==> config.mk <==
export PLATFORM = sky130hd
export DESIGN_NAME = mem_arbiter
export DESIGN_NICKNAME = d
export VERILOG_FILES = /design/src/rtl/mem_arbiter_pkg.sv /design/src/rtl/mem_arb_grant.sv /design/src/rtl/mem_arbiter.sv
export SDC_FILE = /design/constraint.sdc
export NUM_CORES = 1
export LEC_CHECK = 0
export BUFFER_PORTS_ARGS = -buffer_cell sky130_fd_sc_hd__buf_2
export CORE_MARGIN = 8
export CORE_UTILIZATION = 51
export DETAILED_ROUTE_END_ITERATION = 8
export PLACE_DENSITY = 0.86
export SLEW_MARGIN = 20
export SYNTH_ARGS = -nofsm -noshare
export SYNTH_HDL_FRONTEND = slang
export SYNTH_HIERARCHICAL = 1
export SYNTH_SLANG_ARGS = --single-unit
==> constraint.sdc <==
create_clock -name clk -period 4.94 [get_ports clk]
set_clock_uncertainty 0.1 [all_clocks]
set_input_delay 0 -clock clk [delete_from_list [all_inputs] [get_ports clk]]
set_output_delay 0 -clock clk [all_outputs]
set_load 0.02 [all_outputs]
==> src/rtl/mem_arbiter_pkg.sv <==
// Shared types and defaults for the IF/LS memory arbiter.
package mem_arbiter_pkg;

    localparam int DEF_ADDR_W = 32;
    localparam int DEF_DATA_W = 32;

    // Transaction sequencer states; exported on the dbg_state port.
    typedef enum logic [1:0] {
        ST_IDLE  = 2'd0,
        ST_ISSUE = 2'd1,
        ST_WAIT  = 2'd2,
        ST_RESP  = 2'd3
    } arb_state_t;

    // Which requester owns the transaction in flight.
    typedef enum logic {
        OWN_IF = 1'b0,
        OWN_LS = 1'b1
    } owner_t;

endpackage

==> src/rtl/mem_arb_grant.sv <==
// Grant logic for the arbiter: LS priority with an IF starvation guard.
// The grant outputs are combinational and are only meaningful while the
// parent FSM is idle. The starvation count advances only on accepted grants.
module mem_arb_grant
    import mem_arbiter_pkg::*;
#(
    parameter int STARVE_MAX = 4
) (
    input  logic       clk,
    input  logic       rst_n,
    input  logic       if_valid,
    input  logic       ls_valid,
    input  logic       accept,
    output logic       grant_if,
    output logic       grant_ls,
    output logic [3:0] starve_cnt
);

    localparam logic [3:0] CNT_MAX = 4'(STARVE_MAX);

    logic if_forced;

    // IF wins once it has lost STARVE_MAX arbitrations in a row.
    always_comb begin
        if_forced = if_valid && (starve_cnt == CNT_MAX);
        grant_ls  = ls_valid && !if_forced;
        grant_if  = if_valid && !grant_ls;
    end

    // Count LS wins that happened while IF was waiting; any IF win clears it.
    always_ff @(posedge clk or negedge rst_n) begin
        if (!rst_n) begin
            starve_cnt <= '0;
        end else if (accept) begin
            if (grant_if) begin
                starve_cnt <= '0;
            end else if (grant_ls && if_valid && (starve_cnt != CNT_MAX)) begin
                starve_cnt <= starve_cnt + 4'd1;
            end
        end
    end

endmodule

==> src/rtl/mem_arbiter.sv <==
// Single-port memory arbiter between instruction fetch (IF) and load/store (LS).
// Handshake: a request transfers in the cycle where req_valid and req_ready
// are both 1. ready is only ever raised in IDLE and only for the granted
// requester, so at most one request is accepted per transaction slot.
// Each transaction: IDLE (accept) -> ISSUE (mem_valid pulse) -> WAIT
// (MEM_LAT cycles, read data captured in the last) -> RESP (resp_valid pulse).
module mem_arbiter
    import mem_arbiter_pkg::*;
#(
    parameter int ADDR_W     = DEF_ADDR_W,
    parameter int DATA_W     = DEF_DATA_W,
    parameter int MEM_LAT    = 1,
    parameter int STARVE_MAX = 4
) (
    input  logic                clk,
    input  logic                rst_n,
    // instruction fetch port
    input  logic                if_req_valid,
    output logic                if_req_ready,
    input  logic [ADDR_W-1:0]   if_addr,
    output logic                if_resp_valid,
    output logic [DATA_W-1:0]   if_rdata,
    // load/store port
    input  logic                ls_req_valid,
    output logic                ls_req_ready,
    input  logic [ADDR_W-1:0]   ls_addr,
    input  logic                ls_wen,
    input  logic [DATA_W-1:0]   ls_wdata,
    input  logic [DATA_W/8-1:0] ls_wmask,
    output logic                ls_resp_valid,
    output logic [DATA_W-1:0]   ls_rdata,
    // memory port
    output logic                mem_valid,
    output logic [ADDR_W-1:0]   mem_addr,
    output logic                mem_wen,
    output logic [DATA_W-1:0]   mem_wdata,
    output logic [DATA_W/8-1:0] mem_wmask,
    input  logic [DATA_W-1:0]   mem_rdata,
    // observability
    output arb_state_t          dbg_state,
    output logic [3:0]          dbg_starve_cnt
);

    localparam int         MASK_W  = DATA_W / 8;
    localparam logic [3:0] LAT_VAL = 4'(MEM_LAT);

    arb_state_t          state;
    arb_state_t          state_nxt;
    logic [3:0]          lat_cnt;
    owner_t              owner;
    logic [ADDR_W-1:0]   cmd_addr;
    logic                cmd_wen;
    logic [DATA_W-1:0]   cmd_wdata;
    logic [MASK_W-1:0]   cmd_wmask;
    logic [DATA_W-1:0]   if_rdata_q;
    logic [DATA_W-1:0]   ls_rdata_q;

    logic idle;
    logic grant_if;
    logic grant_ls;
    logic accept;
    logic last_wait;

    assign idle      = (state == ST_IDLE);
    assign accept    = idle && (grant_if || grant_ls);
    assign last_wait = (state == ST_WAIT) && (lat_cnt == 4'd1);

    mem_arb_grant #(
        .STARVE_MAX (STARVE_MAX)
    ) u_grant (
        .clk        (clk),
        .rst_n      (rst_n),
        .if_valid   (if_req_valid),
        .ls_valid   (ls_req_valid),
        .accept     (accept),
        .grant_if   (grant_if),
        .grant_ls   (grant_ls),
        .starve_cnt (dbg_starve_cnt)
    );

    // State register.
    always_ff @(posedge clk or negedge rst_n) begin
        if (!rst_n) begin
            state <= ST_IDLE;
        end else begin
            state <= state_nxt;
        end
    end

    // Next-state logic: one fixed walk through the four states per transaction.
    always_comb begin
        state_nxt = state;
        case (state)
            ST_IDLE:  if (accept) state_nxt = ST_ISSUE;
            ST_ISSUE: state_nxt = ST_WAIT;
            ST_WAIT:  if (lat_cnt == 4'd1) state_nxt = ST_RESP;
            ST_RESP:  state_nxt = ST_IDLE;
            default:  state_nxt = ST_IDLE;
        endcase
    end

    // Latency counter: loaded while issuing, counts the WAIT cycles down to 1.
    always_ff @(posedge clk or negedge rst_n) begin
        if (!rst_n) begin
            lat_cnt <= '0;
        end else if (state == ST_ISSUE) begin
            lat_cnt <= LAT_VAL;
        end else if (state == ST_WAIT) begin
            lat_cnt <= lat_cnt - 4'd1;
        end
    end

    // Command latch: captured at the handshake and held until the next one,
    // so the mem_* fields stay stable from ISSUE until the next ISSUE.
    always_ff @(posedge clk or negedge rst_n) begin
        if (!rst_n) begin
            owner     <= OWN_IF;
            cmd_addr  <= '0;
            cmd_wen   <= 1'b0;
            cmd_wdata <= '0;
            cmd_wmask <= '0;
        end else if (accept) begin
            if (grant_ls) begin
                owner     <= OWN_LS;
                cmd_addr  <= ls_addr;
                cmd_wen   <= ls_wen;
                cmd_wdata <= ls_wdata;
                cmd_wmask <= ls_wen ? ls_wmask : '0;
            end else begin
                owner     <= OWN_IF;
                cmd_addr  <= if_addr;
                cmd_wen   <= 1'b0;
                cmd_wdata <= '0;
                cmd_wmask <= '0;
            end
        end
    end

    // Read data capture in the final WAIT cycle; writes leave both registers alone.
    always_ff @(posedge clk or negedge rst_n) begin
        if (!rst_n) begin
            if_rdata_q <= '0;
            ls_rdata_q <= '0;
        end else if (last_wait && !cmd_wen) begin
            if (owner == OWN_LS) begin
                ls_rdata_q <= mem_rdata;
            end else begin
                if_rdata_q <= mem_rdata;
            end
        end
    end

    // Output decode. ready is gated by rst_n so every output reads 0 during reset.
    always_comb begin
        if_req_ready  = rst_n && idle && grant_if;
        ls_req_ready  = rst_n && idle && grant_ls;
        mem_valid     = (state == ST_ISSUE);
        mem_addr      = cmd_addr;
        mem_wen       = cmd_wen;
        mem_wdata     = cmd_wdata;
        mem_wmask     = cmd_wmask;
        if_resp_valid = (state == ST_RESP) && (owner == OWN_IF);
        ls_resp_valid = (state == ST_RESP) && (owner == OWN_LS);
        if_rdata      = if_rdata_q;
        ls_rdata      = ls_rdata_q;
        dbg_state     = state;
    end

endmodule

==> results of run 1 <==
==> registers in the layout, indices dropped and copies added (netlist names) <==
signal and flops:
mem_wmask 4, if_rdata 32, owner 1, dbg_state 2, mem_wdata 32, mem_wen 1
ls_rdata 32, lat_cnt 4, mem_addr 32, u_grant/starve_cnt 4
==> final cells by class <==
class | instances | area, sq um | share of cell area
Sequential cell | 144 | 3600 | 0.375
Timing Repair Buffer | 422 | 2820 | 0.293
Multi-Input combinational cell | 319 | 2300 | 0.239
Clock buffer | 19 | 453 | 0.0472
Clock inverter | 13 | 208 | 0.0216
Tap cell | 147 | 184 | 0.0192
Inverter | 9 | 33.8 | 0.00352
Antenna cell | 3 | 7.51 | 0.000782
==> per-stage QoR <==
step	worst slack, ns	instance area [sq um]	std cells
4_1_cts	1.65	9590	1073
6_report	1.56	9600	1076
3_5_place_dp	2.00	7560	904
5_1_grt	1.33	9600	1076
3_3_place_gp	2.15	7560	904
2_1_floorplan	2.27	6090	502
==> power groups by stage <==
stage	Clock [mW]	Sequential, mW	Combinational [mW]
floorplan	0	2.65	0.955
global placement	0	2.02	2.39
detailed placement	0	2.06	2.49
CTS	1.44	2.05	2.61
global route	1.49	2.14	2.87
finish	1.43	2.10	2.71
==> critical path: cells and delay by family, from the launching register on <==
kind                       cells  cell delay, ns
and+or+nand+nor                4            0.64
buffers and inverters          3            0.83
AOI/OAI and AO/OA              3            1.06
DFF                            1            0.41
adders and majority gates      1            0.23
==> timing repair <==
item,CTS,global route
hold endpoints to repair,225,0
hold buffers,137,0
setup buffers,0,0
==> logic make-up after synthesis <==
| group | count (synthesis) | share of synthesized area |
|---|---|---|
| AOI/OAI and AO/OA | 50 | 0.0466 |
| adders and majority gates | 8 | 0.0164 |
| buffers and inverters | 39 | 0.0339 |
| DFF | 144 | 0.592 |
| muxes | 99 | 0.195 |
| and+or+nand+nor | 162 | 0.116 |
==> cells in the final DEF, fill, tap and decap left out, types with 2 or more instances in the layout <==
cell	n
mux2i_1	33
clkbuf_16	17
clkinv_2	3
buf_2	279
o21ai_1	3
o22ai_1	2
and2_1	2
dfrtp_1	144
a22o_1	6
dlygate4sd3_1	137
mux2_2	36
nand3_1	35
clkbuf_8	2
bufinv_16	5
buf_4	5
ha_1	8
clkinv_4	2
nand2b_1	2
nand2_1	105
and3_1	3
mux2_4	30
diode_2	3
nor2b_1	4
o21ai_0	34
nor2_1	3
inv_6	2
inv_1	8
nand2_2	2
==> synth_stat cells, types with 4 or more instances <==
cell	number	area, sq um
nor2b_1	4	25.0
mux2_2	36	405
mux2i_1	33	330
nand2_1	105	394
o21ai_0	35	175
nand3_1	35	175
inv_1	9	33.8
a22o_1	6	52.6
clkbuf_1	23	86.3
dfrtp_1	144	3600
mux2_4	30	450
ha_1	8	100
==> final timing paths <==
check                      cells past startpoint  slack, ns                               from                                end
min in group clk                               4       0.27                       ls_wdata[23]          mem_wdata[23]$_DFFE_PN0P_
hold reg to reg                                2       0.36           mem_wdata[5]$_DFFE_PN0P_           mem_wdata[5]$_DFFE_PN0P_
max in group asynchronous                      3       3.37                              rst_n           if_rdata[14]$_DFFE_PN0P_
setup reg to reg                              11       1.56  u_grant/starve_cnt[0]$_DFFE_PN0P_  u_grant/starve_cnt[2]$_DFFE_PN0P_
setup / recovery                              11       1.56  u_grant/starve_cnt[0]$_DFFE_PN0P_  u_grant/starve_cnt[2]$_DFFE_PN0P_
hold / removal                                 2       0.11                              rst_n           ls_rdata[29]$_DFFE_PN0P_
==> routing by layer <==
layer  global-route usage  vias up
met2                0.526      395
met5                    0        -
met1                0.291     2826
li1                     -     2543
met4                0.161        0
met3               0.0888       68
==> results.json, run 1 <==
{
  "status": "finished, final reports clean",
  "root_buffer": "clkbuf_16",
  "rows": 40,
  "grt_pass1_wl_microns": 35500,
  "ys_seq_area_frac": 0.592,
  "slowest_stage": "o21ai_4",
  "cts.path.max_buffers": 2,
  "die-area_sq_mm": 0.0157,
  "synthCells": 502,
  "synth_edf_count": 0,
  "via_per_inst": 5.42,
  "finalSetupViolations": 0,
  "grt_usage": 0.290,
  "final_antenna_net_count": 0,
  "grt_max_degree": 92,
  "fmax_mhz": 296,
  "top_level_ports": 281,
  "start_kind": "register",
  "cts_max_level": 4,
  "postCtsResizedCells": 0,
  "gp_congestion": 0.822,
  "via_count": 5832,
  "fillers": 589,
  "tns_ns": 0,
  "met1_length_microns": 8010,
  "combPwrFrac": 0.434,
  "synth-seq-cells": 144,
  "fin_total_pwr_mw": 6.24,
  "clkPwrFrac": 0.229,
  "slew_headroom": 0.317,
  "tightest_slew_ns": 1.02,
  "synthFlopType": "dfrtp_1",
  "clock-sinks": 144,
  "io_buffers": 280,
  "hold-worst-slack_ns": 0.111,
  "cp-end-kind": "register",
  "min_path_type": "in2async",
  "routed.top_layer": "met4",
  "drc": 0,
  "layout_min_cycle_time_ns": 3.38,
  "wl_met2_microns": 12000,
  "cp_max_fo": 48,
  "wirelength_microns": 22900,
  "leakage_nw": 5.16,
  "grt.overflow.total": 0,
  "synthArstFlopShare": 1.00,
  "path_clk_slew_ns": 0.06,
  "rsz0062_at_grt": "false",
  "cap_viol_max_count": 0,
  "cts_tree": "done",
  "cts_buffers": 17,
  "first_iter_violations": 411,
  "slew_violations": 0,
  "area_delta_synth_final_pct": 57.7,
  "firstDrtPassIters": 7,
  "power.switching_mw": 2.54,
  "fin_crit_sh": 0.685,
  "start_util": 0.515,
  "ir_worst_vdd_v": 0.000286,
  "p_seq_frac": 0.337,
  "netlist-cell-type-count": 31,
  "critPathArrivalTime_ns": 3.57,
  "fin_util": 0.813,
  "p_int_mw": 3.69,
  "synth_area_sq_mm": 0.00609,
  "synth-warning-count": 6,
  "crit_path_cell_trace": "inv_1 > ha_1 > nand4b_1 > nand2_2 > and2_1 > o21ai_4 > inv_1 > nand2_2 > o22ai_1 > a22o_1 > dlygate4sd3_1",
  "layout-drive-gt1-share": 0.420,
  "die_h_microns": 125,
  "hold_violations": 0,
  "insertion_delay_ns": 0.41,
  "hpwl_microns": 13100,
  "critPathMaxStageDelay_ns": 0.79,
  "synth_fp_nets": 647,
  "syn_avg_cell_area_sq_um": 12.1,
  "switching_share": 0.408,
  "wl_met3_microns": 1910,
  "crit_required_ns": 5.13,
  "grt_pass1_vias": 6460,
  "path_class": "reg2reg",
  "avgRoutedWirePerCell_microns": 21.3,
  "core_area_sq_mm": 0.0118,
  "p_per_area_mw_per_mm2": 649,
  "antenna_found_initial": 3,
  "die_width_microns": 125,
  "fin_nets": 1058
}
No activity file was read; power rests on OpenSTA's default activity.
==> run 2: changes to the inputs <==
--- a/config.mk
+++ b/config.mk
@@ -7,9 +7,9 @@
 export LEC_CHECK = 0
 export BUFFER_PORTS_ARGS = -buffer_cell sky130_fd_sc_hd__buf_2
 export CORE_MARGIN = 8
-export CORE_UTILIZATION = 51
+export CORE_UTILIZATION = 47
 export DETAILED_ROUTE_END_ITERATION = 8
-export PLACE_DENSITY = 0.86
+export PLACE_DENSITY = 0.8
 export SLEW_MARGIN = 20
 export SYNTH_ARGS = -nofsm -noshare
 export SYNTH_HDL_FRONTEND = slang
==> constraint.sdc (replaced) <==
create_clock -name clk -period 3.21 [get_ports clk]
set_clock_uncertainty 0.1 [all_clocks]
set_input_delay 0 -clock clk [delete_from_list [all_inputs] [get_ports clk]]
set_output_delay 0 -clock clk [all_outputs]
set_load 0.02 [all_outputs]
==> run 2 against run 1 <==
  * Combinational power is 53% higher
  * Count of clock-buffer cells in the layout stayed put
  * Power is 52% higher
  * Largest power group unchanged
  * Critical endpoint is now mem_addr[14]$_DFFE_PN0P_
  * Final cell count is 3.0% higher
  * Sequential share of layout area is 0.32 points lower
  * Global-route usage is 2.1 points lower
  * Via count is 0.57% lower
  * Largest cell class unchanged
  * Worst hold slack worse by 0.013 ns
  * Clock power is 46% higher
  * Die area is 7.4% higher
  * Utilization is 4.5 points lower
==> results.json, run 2 (same netlist as run 1, synthesis figures left out) <==
{
  "crit_path_cell_trace": "inv_1 > ha_1 > nand4b_1 > nand2_2 > inv_2 > buf_12 > mux2i_1 > dlygate4sd3_1 > o21ai_0",
  "drc": 0,
  "path_clk_slew_ns": 0.06,
  "slowest_stage": "dlygate4sd3_1",
  "grt_max_degree": 77,
  "hold_violations": 0,
  "grt_usage": 0.269,
  "wl_met3_microns": 2290,
  "pre_cts_slack_ns": 0.661,
  "status": "finished, final reports clean",
  "gp_congestion": 0.855,
  "critPathMaxStageDelay_ns": 0.62,
  "ff2ff_path_depth": 9,
  "slew_violations": 0,
  "clkPwrFrac": 0.221,
  "combPwrFrac": 0.440,
  "tns_ns": 0,
  "fin_nets": 1065,
  "final_common_cell": "buf_2",
  "routed.top_layer": "met4",
  "hpwl_microns": 13300,
  "crit_buf_inv": 4,
  "critPathArrivalTime_ns": 3.15,
  "wl_met2_microns": 10900,
  "fin_crit_sh": 0.931,
  "p_int_mw": 5.58,
  "layout-drive-gt1-share": 0.420,
  "layout_min_cycle_time_ns": 2.99,
  "core_area_sq_mm": 0.0126,
  "die_width_microns": 130,
  "crit_required_ns": 3.38,
  "start_kind": "register",
  "seq_area_sq_mm": 0.00360,
  "grt_pass1_wl_microns": 34700,
  "cts_buffers": 17,
  "path_class": "reg2reg",
  "fin_total_pwr_mw": 9.45,
  "insertion_delay_ns": 0.42,
  "rsz0062_at_grt": "false",
  "grt.overflow.total": 0,
  "cts.path.max_buffers": 2,
  "first_iter_violations": 280,
  "cts_max_level": 4,
  "cp-end-kind": "register",
  "mostFrequentLayoutCells": "279 x buf_2, 144 x dfrtp_1, 141 x dlygate4sd3_1",
  "setup_ws_ns": 0.222,
  "leakage_nw": 5.19,
  "cap_viol_max_count": 0,
  "finalSetupViolations": 0,
  "io_buffers": 280,
  "firstDrtPassIters": 6,
  "top_level_ports": 281,
  "die_h_microns": 130,
  "fillers": 735,
  "fmax_mhz": 335,
  "switching_share": 0.410,
  "r2r_start": "u_grant/starve_cnt[0]$_DFFE_PN0P_",
  "start_util": 0.482,
  "root_buffer": "clkbuf_16",
  "min_path_type": "in2async",
  "path_depth": 9,
  "area_delta_synth_final_pct": 59.1,
  "p_seq_frac": 0.339,
  "via_per_inst": 5.23,
  "crit_family": "buffers and inverters",
  "ir_worst_vdd_v": 0.000525,
  "multiInputGateArea_sq_mm": 0.00229,
  "cp_max_fo": 42,
  "fin_util": 0.768,
  "slew_headroom": 0.566,
  "cts_setup_buffers": 0,
  "die-area_sq_mm": 0.0169,
  "met1_length_microns": 7900,
  "cp-startpoint": "u_grant/starve_cnt[0]$_DFFE_PN0P_",
  "cts_tree": "done",
  "tightest_slew_ns": 0.651,
  "rows": 41,
  "final_antenna_net_count": 0,
  "power.switching_mw": 3.87,
  "grt_pass1_vias": 6371,
  "wirelength_microns": 22400,
  "avgRoutedWirePerCell_microns": 20.2,
  "antenna_found_initial": 2,
  "via_count": 5799,
  "p_per_area_mw_per_mm2": 975,
  "clock-sinks": 144
}
-- run 2: timing repair --
action,CTS,global route
hold endpoints to repair,205,0
resized for setup,0,0
hold buffers,141,0
-- run 2: path summary, 6_finish.rpt --
kind | endpoint | slack, ns
max | mem_addr[14]$_DFFE_PN0P_ | 0.22
min | ls_rdata[5]$_DFFE_PN0P_ | 0.1
max reg2reg | mem_addr[14]$_DFFE_PN0P_ | 0.22
min reg2reg | mem_addr[26]$_DFFE_PN0P_ | 0.37
max in group asynchronous | mem_wdata[23]$_DFFE_PN0P_ | 2.10
min in group clk | mem_wdata[26]$_DFFE_PN0P_ | 0.25
-- run 2: layout make-up --
type                    count  area share
clock inverters            13      0.0182
well taps                 172      0.0222
diodes                      3    0.000775
clock buffers              19      0.0468
flip-flops and latches    144       0.372
repair buffers            429       0.300
inverters                   9     0.00349
multi-input cells         319       0.237
-- run 2: per-layer routing --
metal  GRT usage  up-vias
li1            -     2554
met3      0.0955       95
met2       0.456      367
met4       0.169        0
met5           0        -
met1       0.283     2783
-- run 2: power groups by stage --
stage / registers, mW / logic (mW) / clock network [mW]
2_1_floorplan: 4.08 / 1.47 / 0
3_5_place_dp: 3.15 / 3.86 / 0
6_report: 3.20 / 4.15 / 2.09
5_1_grt: 3.29 / 4.46 / 2.21
3_3_place_gp: 3.11 / 3.73 / 0
4_1_cts: 3.14 / 4.07 / 2.12
-- run 2: stage by stage --
step	area [sq um]	cells	hold WS, ns
6_report	9690	1108	0.0976
5_1_grt	9690	1107	0.145
4_1_cts	9680	1105	0.0965
3_5_place_dp	7640	932	-0.0498
3_3_place_gp	7640	932	-0.0590
2_1_floorplan	6090	502	-0.396
==> run 3: changes to the inputs <==
--- a/config.mk
+++ b/config.mk
@@ -6,10 +6,10 @@
 export NUM_CORES = 1
 export LEC_CHECK = 0
 export BUFFER_PORTS_ARGS = -buffer_cell sky130_fd_sc_hd__buf_2
-export CORE_MARGIN = 8
-export CORE_UTILIZATION = 47
+export CORE_MARGIN = 5
+export CORE_UTILIZATION = 42
 export DETAILED_ROUTE_END_ITERATION = 8
-export PLACE_DENSITY = 0.8
+export PLACE_DENSITY = 0.76
 export SLEW_MARGIN = 20
 export SYNTH_ARGS = -nofsm -noshare
 export SYNTH_HDL_FRONTEND = slang
==> constraint.sdc (replaced) <==
create_clock -name clk -period 2.66 [get_ports clk]
set_clock_uncertainty 0.1 [all_clocks]
set_input_delay 0 -clock clk [delete_from_list [all_inputs] [get_ports clk]]
set_output_delay 0 -clock clk [all_outputs]
set_load 0.02 [all_outputs]
==> run 3 against run 2 <==
  * Clock power rose by 8%
  * Routed wire length fell by 13%
  * Flip-flop and latch count did not move
  * Sequential power rose by 19%
  * Via count fell by 4.2%
  * Count of clock-buffer cells in the layout fell by 1
  * Non-clock buffer count rose by 10
  * Fmax rose by 17%
  * Register-to-register slack got worse by 0.12 ns
  * Die area rose by 0.90%
  * Critical endpoint is now u_grant/starve_cnt[2]$_DFFE_PN0P_
  * Highest routed layer unchanged
==> results.json, run 3 (same netlist as run 1, synthesis figures left out) <==
{
  "power.switching_mw": 4.53,
  "grt_usage": 0.226,
  "wirelength_microns": 19600,
  "finalSetupViolations": 0,
  "root_buffer": "clkbuf_16",
  "fmax_mhz": 391,
  "slew_headroom": 0.648,
  "tightest_slew_ns": 0.528,
  "avgRoutedWirePerCell_microns": 17.3,
  "critPathArrivalTime_ns": 2.74,
  "path_clk_slew_ns": 0.06,
  "p_seq_frac": 0.346,
  "via_per_inst": 4.92,
  "core_area_sq_mm": 0.0144,
  "path_class": "reg2reg",
  "start_kind": "register",
  "ff2ff_path_depth": 11,
  "drc": 0,
  "ir_worst_vdd_v": 0.000653,
  "cp-end-kind": "register",
  "leakage_nw": 5.20,
  "hold-worst-slack_ns": 0.102,
  "crit_required_ns": 2.85,
  "r2r_start": "u_grant/starve_cnt[0]$_DFFE_PN0P_",
  "area_delta_synth_final_pct": 59.7,
  "final_antenna_net_count": 0,
  "die_width_microns": 130,
  "first_iter_violations": 281,
  "cts_tree": "done",
  "hold_violations": 0,
  "cts.path.max_buffers": 2,
  "crit_path_frequent_cell": "nand2_2",
  "cts_buffers": 17,
  "p_per_area_mw_per_mm2": 1130,
  "grt_pass1_vias": 5801,
  "fin_crit_sh": 0.960,
  "final_cells": 1128,
  "cp_max_fo": 5,
  "layout-drive-gt1-share": 0.428,
  "grt_max_degree": 75,
  "fin_total_pwr_mw": 11.0,
  "io_buffers": 280,
  "slowest_stage": "dlygate4sd3_1",
  "firstDrtPassIters": 5,
  "crit_path_cell_trace": "inv_1 > ha_1 > nand4b_1 > nand2_2 > and2_2 > o21ai_4 > inv_2 > nand2_2 > o22ai_1 > a22o_1 > dlygate4sd3_1",
  "top_level_ports": 281,
  "final_common_cell": "buf_2",
  "start_util": 0.424,
  "fin_nets": 1075,
  "crit_buf_inv": 3,
  "antenna_found_initial": 0,
  "min_path_type": "in2async",
  "switching_share": 0.411,
  "critPathMaxStageDelay_ns": 0.55,
  "insertion_delay_ns": 0.41,
  "via_count": 5555,
  "clkPwrFrac": 0.205,
  "gp_congestion": 0.740,
  "dp.cells": 949,
  "hpwl_microns": 11800,
  "die_h_microns": 130,
  "r2r_setup_slack_ns": 0.11,
  "combPwrFrac": 0.449,
  "slew_violations": 0,
  "crit_family": "buffers and inverters",
  "rr_endpoint": "u_grant/starve_cnt[2]$_DFFE_PN0P_",
  "clock-sinks": 144,
  "cap_viol_max_count": 0,
  "mostFrequentLayoutCells": "279 x buf_2, 144 x dfrtp_1, 141 x dlygate4sd3_1",
  "cts_max_level": 4,
  "grt_pass1_wl_microns": 29900,
  "grt.overflow.total": 0,
  "rows": 44,
  "layout_min_cycle_time_ns": 2.55,
  "status": "finished, final reports clean",
  "die-area_sq_mm": 0.0170,
  "p_int_mw": 6.48,
  "fin_util": 0.677
}
-- run 3: cell types whose count changed in the layout (fill, tap and decap cells not counted), sizes merged --
| cell | delta |
|---|---|
| buf | +10 |
| bufinv | -3 |
| clkbuf | -1 |
| clkinv | -1 |
| clkinvlp | +2 |
| diode | -2 |
| inv | +3 |
-- run 3: worst max path at each step --
stage,slack [ns],depth (start not counted),startpoint,endpoint
global route,-0.007,9,u_grant/starve_cnt[0]$_DFFE_PN0P_,mem_wmask[3]$_DFFE_PN0P_
global placement,0.25,6,lat_cnt[1]$_DFFE_PN0P_,if_rdata[25]$_DFFE_PN0P_
finish,0.11,11,u_grant/starve_cnt[0]$_DFFE_PN0P_,u_grant/starve_cnt[2]$_DFFE_PN0P_
CTS,0.1,11,u_grant/starve_cnt[0]$_DFFE_PN0P_,u_grant/starve_cnt[2]$_DFFE_PN0P_
detailed placement,0.20,6,lat_cnt[1]$_DFFE_PN0P_,if_rdata[22]$_DFFE_PN0P_
floorplan,0.09,13,u_grant/starve_cnt[0]$_DFFE_PN0P_,u_grant/starve_cnt[2]$_DFFE_PN0P_
-- run 3: power groups by stage --
stage	clock [mW]	combinational, mW	sequential (mW)
after floorplan	0	1.77	4.93
after global placement	0	4.50	3.78
after detailed placement	0	4.62	3.79
after CTS	2.31	4.86	3.78
after global routing	2.41	5.33	3.93
final	2.26	4.94	3.81
-- run 3: layout make-up --
cell class | instances | area (sq um)
well taps | 184 | 230
clock inverters | 14 | 121
multi-input cells | 319 | 2300
inverters | 9 | 33.8
fillers | 969 | 4650
repair buffers | 439 | 3000
flip-flops and latches | 144 | 3600
clock buffers | 18 | 439
diodes | 1 | 2.50
-- run 3: worst min-delay path: stages --
cell and delay (ns):
dlygate4sd3_1 0.55, buf_6 0.17, buf_12 0.25
-- run 3: timing repair --
item,in CTS,in global routing
hold buffers,142,0
setup buffers,0,4
endpoints found under the setup margin,0,6
gates resized for setup,0,3
hold endpoints to repair,281,0
-- run 3: per-stage QoR --
stage	setup TNS [ns]	area (sq um)	setup WS [ns]
2_1_floorplan	0	6090	0.0883
3_3_place_gp	0	7690	0.246
3_5_place_dp	0	7690	0.202
4_1_cts	0	9680	0.0995
5_1_grt	-0.0119	9720	-0.00667
6_report	0	9720	0.105
-- run 3: metal layers --
metal,wire length (microns),global-route usage,share of wire
met5,0,0,0
met4,584,0.101,0.030
met3,1730,0.0622,0.089
met2,9760,0.386,0.50
met1,7480,0.268,0.38
